<file path="src/rtl/fb_branch_resolve.sv">
// fb_branch_resolve: EX-stage branch resolution against the architectural {N,Z,C,V} flag register.
// Optional build macro FB_FLAG_BYPASS_EN lets a same-cycle csr_write resolve a branch directly.
module fb_branch_resolve #(
  parameter int unsigned FLUSH_CYCLES = 2,
  parameter int unsigned WAIT_MAX     = 15
) (
  input  logic        clk,
  input  logic        rst,
  input  logic [3:0]  csr_in,
  input  logic        csr_write,
  input  logic        br_valid,
  output logic        br_ready,
  input  logic [2:0]  br_funct3,
  input  logic [31:0] br_pc,
  input  logic [31:0] br_offset,
  output logic        redirect_valid,
  output logic [31:0] redirect_pc,
  output logic        flush,
  output logic        br_illegal,
  output logic        br_timeout,
  output logic [3:0]  flags
);

  // state      | meaning
  // IDLE       | ready; resolves at accept when flags are available
  // WAIT_FLAGS | branch held until flags arrive or the wait timer expires
  // FLUSH      | taken branch, flush held for FLUSH_CYCLES cycles
  typedef enum logic [1:0] {
    IDLE       = 2'd0,
    WAIT_FLAGS = 2'd1,
    FLUSH      = 2'd2
  } state_t;

  localparam logic [7:0] WAIT_LOAD  = 8'(WAIT_MAX - 1);
  localparam logic [2:0] FLUSH_LOAD = 3'(FLUSH_CYCLES - 1);

  state_t      state_q, state_d;
  logic [3:0]  flags_q, flags_d;
  logic        flags_valid_q, flags_valid_d;
  logic [2:0]  funct3_q, funct3_d;
  logic [31:0] target_q, target_d;
  logic [7:0]  wait_cnt_q, wait_cnt_d;
  logic [2:0]  flush_cnt_q, flush_cnt_d;
  logic        redirect_valid_q, redirect_valid_d;
  logic [31:0] redirect_pc_q, redirect_pc_d;
  logic        flush_q, flush_d;
  logic        illegal_q, illegal_d;
  logic        timeout_q, timeout_d;

  logic        flags_avail;
  logic [3:0]  eval_flags;
  logic        bypass_used;
  logic        illegal_in;
  logic [31:0] sum_in;
  logic [31:0] target_in;
  logic        resolve;
  logic [2:0]  res_f3;
  logic [31:0] res_target;

  function automatic logic cond_met(input logic [2:0] f3, input logic [3:0] fl);
    logic n, z, c, v;
    {n, z, c, v} = fl;
    case (f3)
      3'b000:  return z;
      3'b001:  return !z;
      3'b100:  return n != v;
      3'b101:  return n == v;
      3'b110:  return !c;
      3'b111:  return c;
      default: return 1'b0;
    endcase
  endfunction

`ifdef FB_FLAG_BYPASS_EN
  assign flags_avail = flags_valid_q | csr_write;
  assign eval_flags  = csr_write ? csr_in : flags_q;
  assign bypass_used = csr_write;
`else
  assign flags_avail = flags_valid_q;
  assign eval_flags  = flags_q;
  assign bypass_used = 1'b0;
`endif

  assign illegal_in = (br_funct3[2:1] == 2'b01);
  assign sum_in     = br_pc + br_offset;
  assign target_in  = {sum_in[31:1], 1'b0};

  always_comb begin
    state_d          = state_q;
    flags_d          = flags_q;
    flags_valid_d    = flags_valid_q;
    funct3_d         = funct3_q;
    target_d         = target_q;
    wait_cnt_d       = wait_cnt_q;
    flush_cnt_d      = flush_cnt_q;
    redirect_valid_d = 1'b0;
    redirect_pc_d    = redirect_pc_q;
    flush_d          = 1'b0;
    illegal_d        = 1'b0;
    timeout_d        = 1'b0;
    resolve          = 1'b0;
    res_f3           = funct3_q;
    res_target       = target_q;

    case (state_q)
      IDLE: begin
        if (br_valid) begin
          funct3_d = br_funct3;
          target_d = target_in;
          if (illegal_in) begin
            illegal_d = 1'b1;
          end else if (flags_avail) begin
            resolve    = 1'b1;
            res_f3     = br_funct3;
            res_target = target_in;
          end else begin
            state_d    = WAIT_FLAGS;
            wait_cnt_d = WAIT_LOAD;
          end
        end
      end
      WAIT_FLAGS: begin
        if (flags_avail) begin
          resolve = 1'b1;
        end else if (wait_cnt_q == 8'd0) begin
          timeout_d = 1'b1;
          state_d   = IDLE;
        end else begin
          wait_cnt_d = wait_cnt_q - 8'd1;
        end
      end
      FLUSH: begin
        if (flush_cnt_q == 3'd0) begin
          state_d = IDLE;
        end else begin
          flush_d     = 1'b1;
          flush_cnt_d = flush_cnt_q - 3'd1;
        end
      end
      default: state_d = IDLE;
    endcase

    if (resolve) begin
      if (cond_met(res_f3, eval_flags)) begin
        redirect_valid_d = 1'b1;
        redirect_pc_d    = res_target;
        flush_d          = 1'b1;
        flush_cnt_d      = FLUSH_LOAD;
        state_d          = FLUSH;
      end else begin
        state_d = IDLE;
      end
    end

    // A write normally outlives a same-cycle consume, unless the write itself was consumed.
    if (csr_write) flags_d = csr_in;
    if (csr_write && !(resolve && bypass_used)) flags_valid_d = 1'b1;
    else if (resolve)                            flags_valid_d = 1'b0;
  end

  always_ff @(posedge clk or posedge rst) begin
    if (rst) begin
      state_q          <= IDLE;
      flags_q          <= 4'b0000;
      flags_valid_q    <= 1'b0;
      funct3_q         <= 3'b000;
      target_q         <= 32'h0;
      wait_cnt_q       <= 8'd0;
      flush_cnt_q      <= 3'd0;
      redirect_valid_q <= 1'b0;
      redirect_pc_q    <= 32'h0;
      flush_q          <= 1'b0;
      illegal_q        <= 1'b0;
      timeout_q        <= 1'b0;
    end else begin
      state_q          <= state_d;
      flags_q          <= flags_d;
      flags_valid_q    <= flags_valid_d;
      funct3_q         <= funct3_d;
      target_q         <= target_d;
      wait_cnt_q       <= wait_cnt_d;
      flush_cnt_q      <= flush_cnt_d;
      redirect_valid_q <= redirect_valid_d;
      redirect_pc_q    <= redirect_pc_d;
      flush_q          <= flush_d;
      illegal_q        <= illegal_d;
      timeout_q        <= timeout_d;
    end
  end

  assign br_ready       = (state_q == IDLE);
  assign redirect_valid = redirect_valid_q;
  assign redirect_pc    = redirect_pc_q;
  assign flush          = flush_q;
  assign br_illegal     = illegal_q;
  assign br_timeout     = timeout_q;
  assign flags          = flags_q;

endmodule

</file>
<file path="config.mk">
export PLATFORM = sky130hd
export DESIGN_NAME = fb_branch_resolve
export DESIGN_NICKNAME = d
export VERILOG_FILES = /design/src/rtl/fb_branch_resolve.sv
export SDC_FILE = /design/constraint.sdc
export NUM_CORES = 1
export LEC_CHECK = 0
export CORE_ASPECT_RATIO = 0.5
export CORE_UTILIZATION = 45
export CTS_CLUSTER_DIAMETER = 60
export DETAILED_ROUTE_END_ITERATION = 7
export GPL_TIMING_DRIVEN = 0
export PLACE_DENSITY = 0.83
export SYNTH_ARGS = -nofsm -noshare
export SYNTH_HDL_FRONTEND = slang
export SYNTH_SLANG_ARGS = --single-unit
</file>
<file path="constraint.sdc">
create_clock -name clk -period 3.4 [get_ports clk]
set_clock_uncertainty 0.1 [all_clocks]
set_input_delay 0.68 -clock clk [delete_from_list [all_inputs] [get_ports clk]]
set_output_delay 0.68 -clock clk [all_outputs]
set_load 0.01 [all_outputs]
</file>
==> results.ini, run 1 <==
[status]
status = completed

[detailed_routing]
drtAntennaViolNets = 0
via_per_inst = 5.830
drtIter0Drc = 432
vias = 5323
wl_per_cell_um = 17.03
dr.pass1.iters = 7
drc = 0
wl_um = 15550

[clocking]
clkTransAtPathRegs_ns = 0.06
tritoncts = done
cts_buffers = 9
clockBufferDepth = 2
ctsHtreeMaxLevel = 3
clk-insertion-delay-late_ns = 0.34
cts-root-buf = clkbuf_16
cts.sinks = 87

[synthesis]
ys.flop_type = dfrtp_1
yosysSeqAreaShare = 0.3994
synth_top_area_frac = 0.3994
syn_inst = 618
synth_edf_count = 0
synth_area_leaders = dfrtp_1, ha_1, nand2_1, o21ai_0, a21oi_1
ys_async_sr_fraction = 1.000
yosysTopAreaCell = dfrtp_1
synth_common_cells = nand2_1, dfrtp_1, o21ai_0
yosysMostFrequentCell = nand2_1
synthDistinctLibCells = 65
avgSynthCellArea_um2 = 8.821
synth_nets = 728
yosys_warnings = 0
synth-seq-cells = 87
syn_area_mm2 = 0.005451

[sta]
period_share = 0.9776
fin_tns_setup_ns = 0
max_slew.worst_pin.slew_ns = 0.7690
setup_violations = 0
maxSlewHeadroom = 0.4854
worst_slack_ns = 0.07618
fmax_mhz = 300.9
whs_ns = 0.3764
finalHoldViolations = 0
fin_crit_ns = 3.324
rsz0062_at_grt = no
finalMaxSlewViolations = 0

[setup_path]
reg2reg_slack_ns = 0.51
cp-start-kind = input pin
critical_path_class = input pin to flop
timing.rr.end = redirect_pc[16]$_DFFE_PP0P_
rr_worst_depth = 10
cp-end-kind = flop
crit_path_max_fanout = 10
rr_startpoint = state_q[1]$_DFFE_PP0P_
worstPathArrival_ns = 3.48
cp_data_required_time_ns = 3.55

[layout]
fillers = 953
drive_above_1_share = 0.06764
synthToLayoutAreaGrowth_pct = 33.03
fin_area_mm2 = 0.007252
final_cells = 913
fin_nets = 859
antenna_cells = 0

[place]
pre_cts_slack_ns = -0.5943
place_inst = 892
placed_cell_area_mm2 = 0.006822
gp_congestion = 0.9005
portBuffers = 114
dpl.hpwl_um = 11170

[floorplan]
start_util = 0.4788
die_h_um = 79.83
rows = 27
ios = 116
fp.dieW_um = 157.7
die_area_mm2 = 0.01259
coreArea_mm2 = 0.01138

[global_routing]
grt_pass1_vias = 5249
grt_pass1_wl_um = 25300
grt_max_degree = 64
grt_overflow_total = 0
grt_usage = 0.2599
antenna_found_initial = 0

[flow_run]
cap_violations = 0

[min_path]
min_to = target_q[18]$_DFFE_PP0P_
hold_path.class = flop to flop
hold-path-cell-count = 2
hp-start = target_q[18]$_DFFE_PP0P_

[power]
p_leak_nw = 3.130
peakVddDrop_mv = 0.3548
p_per_area_mw_per_mm2 = 659.3

[worst max-delay path by stage]
stage	startpoint	end	slack (ns)	cells past startpoint
6_report	br_pc[15]	redirect_pc[31]$_DFFE_PP0P_	0.08	11
5_1_grt	br_pc[15]	redirect_pc[25]$_DFFE_PP0P_	0.004	11
4_1_cts	br_pc[0]	target_q[18]$_DFFE_PP0P_	0.0004	11
3_5_place_dp	br_pc[0]	target_q[18]$_DFFE_PP0P_	-0.59	11
3_3_place_gp	rst	redirect_pc[11]$_DFFE_PP0P_	-0.99	2
2_1_floorplan	br_pc[15]	redirect_pc[31]$_DFFE_PP0P_	0.35	10
[routing by layer]
metal	up-vias	GRT usage	wire length (µm)
li1	2495	-	-
met1	2560	0.3281	6530
met2	237	0.4344	7422
met3	31	0.06569	1350
met4	0	0.08835	248
met5	-	0	0
[worst max-delay path: stages]
cell,delay (ns)
clkdlybuf4s50_1,0.41
ha_1,0.31
buf_6,0.14
and4_4,0.19
a21oi_2,0.13
nand2_1,0.08
a221o_1,0.38
o2111a_2,0.31
o21a_1,0.23
or4_1,0.51
o2111ai_1,0.11
[registers in the layout, summed over array words and instances (netlist names), 2 cells and up]
signal / flops
state_q: 2
wait_cnt_q: 8
target_q: 31
flush_cnt_q: 3
funct3_q: 3
flags: 4
redirect_pc: 31
[layout by cell type, fill, tap and decap left out, types with 4 or more instances in the layout]
| cell type | netlist | layout |
|---|---|---|
| nand4_1 | 6 | 6 |
| inv_1 | 17 | 16 |
| buf_4 | 2 | 8 |
| clkbuf_16 | 0 | 9 |
| o31ai_1 | 7 | 7 |
| o21bai_1 | 6 | 6 |
| dfrtp_1 | 87 | 87 |
| nand3_1 | 14 | 14 |
| nand2_1 | 94 | 94 |
| a21oi_1 | 48 | 44 |
| a21o_1 | 9 | 9 |
| xor2_1 | 12 | 12 |
| or3_1 | 5 | 5 |
| clkdlybuf4s50_1 | 0 | 114 |
| a21oi_2 | 0 | 4 |
| buf_2 | 6 | 4 |
| nor3_1 | 9 | 9 |
| o21ai_1 | 4 | 4 |
| o211ai_1 | 14 | 14 |
| a211oi_1 | 8 | 5 |
| o21ai_0 | 57 | 57 |
| clkbuf_1 | 18 | 20 |
| ha_1 | 34 | 34 |
| nor2_1 | 37 | 37 |
| xnor2_1 | 17 | 17 |
| nand2b_1 | 6 | 6 |
| o21a_1 | 18 | 18 |
| and3_1 | 16 | 16 |
[stage by stage]
step / utilization / power (mW)
CTS: 0.6290 / 4.749
detailed placement: 0.5992 / 3.684
global placement: 0.5965 / 3.601
finish: 0.6370 / 4.781
global route: 0.6370 / 5.088
floorplan: - / 2.833
[report_power, final]
group / leakage [nW] / internal, mW / total, mW / switching [mW]
Sequential: 1.07 / 1.47 / 1.73 / 0.263
Combinational: 1.91 / 0.942 / 2.02 / 1.08
Clock: 0.151 / 0.642 / 1.03 / 0.392
[logic make-up after synthesis]
logic type                 synth area share
and+or+nand+nor                      0.1891
AOI/OAI and AO/OA                    0.2355
DFF                                  0.3994
buffers and inverters               0.03511
adders and majority gates           0.08171
xor gates and xnor gates            0.04659
muxes                               0.01193
other                             0.0006879
[timing repair]
action | in CTS | in global routing
gates cloned | 0 | 0
hold buffers | 0 | 0
setup endpoints to repair | 23 | 35
resized for setup | 5 | 16
buffers inserted | 1 | 5
hold endpoints to repair | 0 | 0
pin swaps | 5 | 12
[layout make-up]
| type | instances | area [µm²] | area share |
|---|---|---|---|
| Inverter | 18 | 70.07 | 0.009662 |
| Clock inverter | 4 | 70.07 | 0.009662 |
| Tap cell | 159 | 198.9 | 0.02743 |
| Multi-Input combinational cell | 486 | 3153 | 0.4348 |
| Sequential cell | 87 | 2177 | 0.3002 |
| Timing Repair Buffer | 121 | 1214 | 0.1674 |
| Buffer | 26 | 132.6 | 0.01829 |
| Clock buffer | 12 | 236.5 | 0.03261 |
Note: power is estimated with default switching activity, not from simulation.
==> run 2, diff against run 1 <==
==> constraint.sdc (replaced) <==
create_clock -name clk -period 3.1 [get_ports clk]
set_clock_uncertainty 0.1 [all_clocks]
set_input_delay 0.62 -clock clk [delete_from_list [all_inputs] [get_ports clk]]
set_output_delay 0.62 -clock clk [all_outputs]
set_load 0.01 [all_outputs]
==> run 2 against run 1 <==
  * Wire length up 8.9%
  * Critical path depth unchanged
  * Clock-buffer cell count unchanged
  * Global-route usage up 0.79 points
  * Clock power up 9.7%
  * Utilization up 3.6 points
  * Sequential cell count unchanged
  * Worst setup slack worse by 0.043 ns
  * Final cell count up 1.4%
  * Via count up 4.2%
  * Critical endpoint unchanged
==> results.ini, run 2 (same netlist as run 1, synthesis figures left out) <==
[global_routing]
grt_usage = 0.2678
grt_max_degree = 64
grt_pass1_vias = 5358
grt_pass1_wl_um = 26100
grt_overflow_total = 0
use_met3 = 0.06786
grtUsageMet2 = 0.4542
top_usage_layer = met2
antenna_found_initial = 0
grtUsageMet1 = 0.3320

[setup_path]
cp-start-kind = input pin
cp_slowest_cell = or4_1
cp-end-kind = flop
critical_path_class = input pin to flop
slowest_delay_ns = 0.50
crit_path_max_fanout = 4
worstPathArrival_ns = 3.22
crit_chain = clkdlybuf4s50_1 -> ha_4 -> a21o_1 -> nor2b_1 -> a211oi_2 -> buf_4 -> a21oi_4 -> o2111a_2 -> o21a_1 -> or4_1 -> o2111ai_1
reg2reg_slack_ns = 0.27
cp_data_required_time_ns = 3.25

[flow_run]
cap_violations = 0

[clocking]
clkTransAtPathRegs_ns = 0.06
cts_buffers = 9
cts.sinks = 87
clockBufferDepth = 2
hold_buffers = 0
tritoncts = done
clk-insertion-delay-late_ns = 0.34
ctsHtreeMaxLevel = 3
cts-root-buf = clkbuf_16

[power]
p_leak_nw = 3.391
power_mw = 5.398
p_per_area_mw_per_mm2 = 704.9
peakVddDrop_mv = 0.3968

[layout]
fin_nets = 872
layout_common_cells = nand2_1, clkdlybuf4s50_1, dfrtp_1
final_util = 0.6727
synthToLayoutAreaGrowth_pct = 40.49
antenna_cells = 0
drive_above_1_share = 0.1213
layout_commonest_cell = nand2_1

[sta]
fin_tns_setup_ns = 0
fin_crit_ns = 3.066
finalHoldViolations = 0
period_share = 0.9891
setup_violations = 0
maxSlewHeadroom = 0.4812
fmax_mhz = 326.1
finalMaxSlewViolations = 0
max_slew.worst_pin.slew_ns = 0.7753

[place]
gp_congestion = 0.9005
portBuffers = 114
dpl.hpwl_um = 11170

[min_path]
hold_path.class = flop to flop

[floorplan]
die_h_um = 79.83
coreArea_mm2 = 0.01138
rows = 27
ios = 116
fp.dieW_um = 157.7
die_area_mm2 = 0.01259
start_util = 0.4788

[detailed_routing]
drc = 0
dr.pass1.iters = 7
wl_per_cell_um = 18.29
via_per_inst = 5.992
wl_um = 16940
vias = 5549
drtIter0Drc = 490
drtAntennaViolNets = 0

[status]
status = completed

[run 2: cell types whose count changed in the layout (fill, tap and decap cells not counted), sizes merged]
cell / previous run / this run
clkdlybuf4s50: 114 / 91
dlymetal6s2s: 0 / 21
buf: 16 / 27
dlygate4sd2: 0 / 2
clkbuf: 29 / 30
o21ai: 62 / 63
[run 2: routing by layer]
layer / vias up / routed length [µm] / part of all wire
met5: - / 0 / 0
met4: 0 / 437 / 0.026
met3: 52 / 1579 / 0.093
met2: 305 / 8175 / 0.48
met1: 2672 / 6744 / 0.40
li1: 2520 / - / -
[run 2: critical path, delay by kind of cell]
family	cells	cell delay, ns
buf+inv	2	0.63
compound gates	6	1.10
fa+ha+maj	1	0.20
simple gates	2	0.66
[run 2: worst paths after layout]
kind,startpoint,endpoint,depth (start not counted)
max,br_pc[3],redirect_pc[31]$_DFFE_PP0P_,11
min,funct3_q[0]$_DFFE_PP0P_,funct3_q[0]$_DFFE_PP0P_,2
max reg2reg,state_q[1]$_DFFE_PP0P_,redirect_pc[25]$_DFFE_PP0P_,10
min reg2reg,funct3_q[0]$_DFFE_PP0P_,funct3_q[0]$_DFFE_PP0P_,2
max in group asynchronous,rst,target_q[10]$_DFFE_PP0P_,3
min in group asynchronous,rst,wait_cnt_q[5]$_DFFE_PP0P_,2
[run 2: timing repair]
action	4_1_cts	5_1_grt
resized for setup	30	54
setup endpoints to repair	47	45
setup buffers	6	14
pin swaps	10	26
gates cloned	0	1
[run 2: through the flow]
| step | instance area (µm²) | worst slack (ns) | std cells | hold slack, ns |
|---|---|---|---|---|
| after floorplan | 5451 | 0.1136 | 618 | 0.3418 |
| after global placement | 6792 | -1.226 | 891 | 0.3554 |
| final | 7659 | 0.03365 | 926 | 0.3770 |
| after CTS | 7341 | 0.003225 | 911 | 0.3784 |
| after global routing | 7659 | -0.07690 | 926 | 0.3980 |
| after detailed placement | 6822 | -0.8343 | 892 | 0.3648 |
[run 2: area by class of cell]
class	instances	area, µm²
multi-input cells	487	3417
repair buffers	135	1373
plain buffers	24	116.4
well taps	159	198.9
clock inverters	4	70.07
inverters	18	70.07
clock buffers	12	236.5
fillers	865	3726
flip-flops and latches	87	2177
[run 2: power breakdown]
part,internal [mW],switching [mW]
combinational,1.11,1.25
sequential,1.61,0.294
clock,0.704,0.430
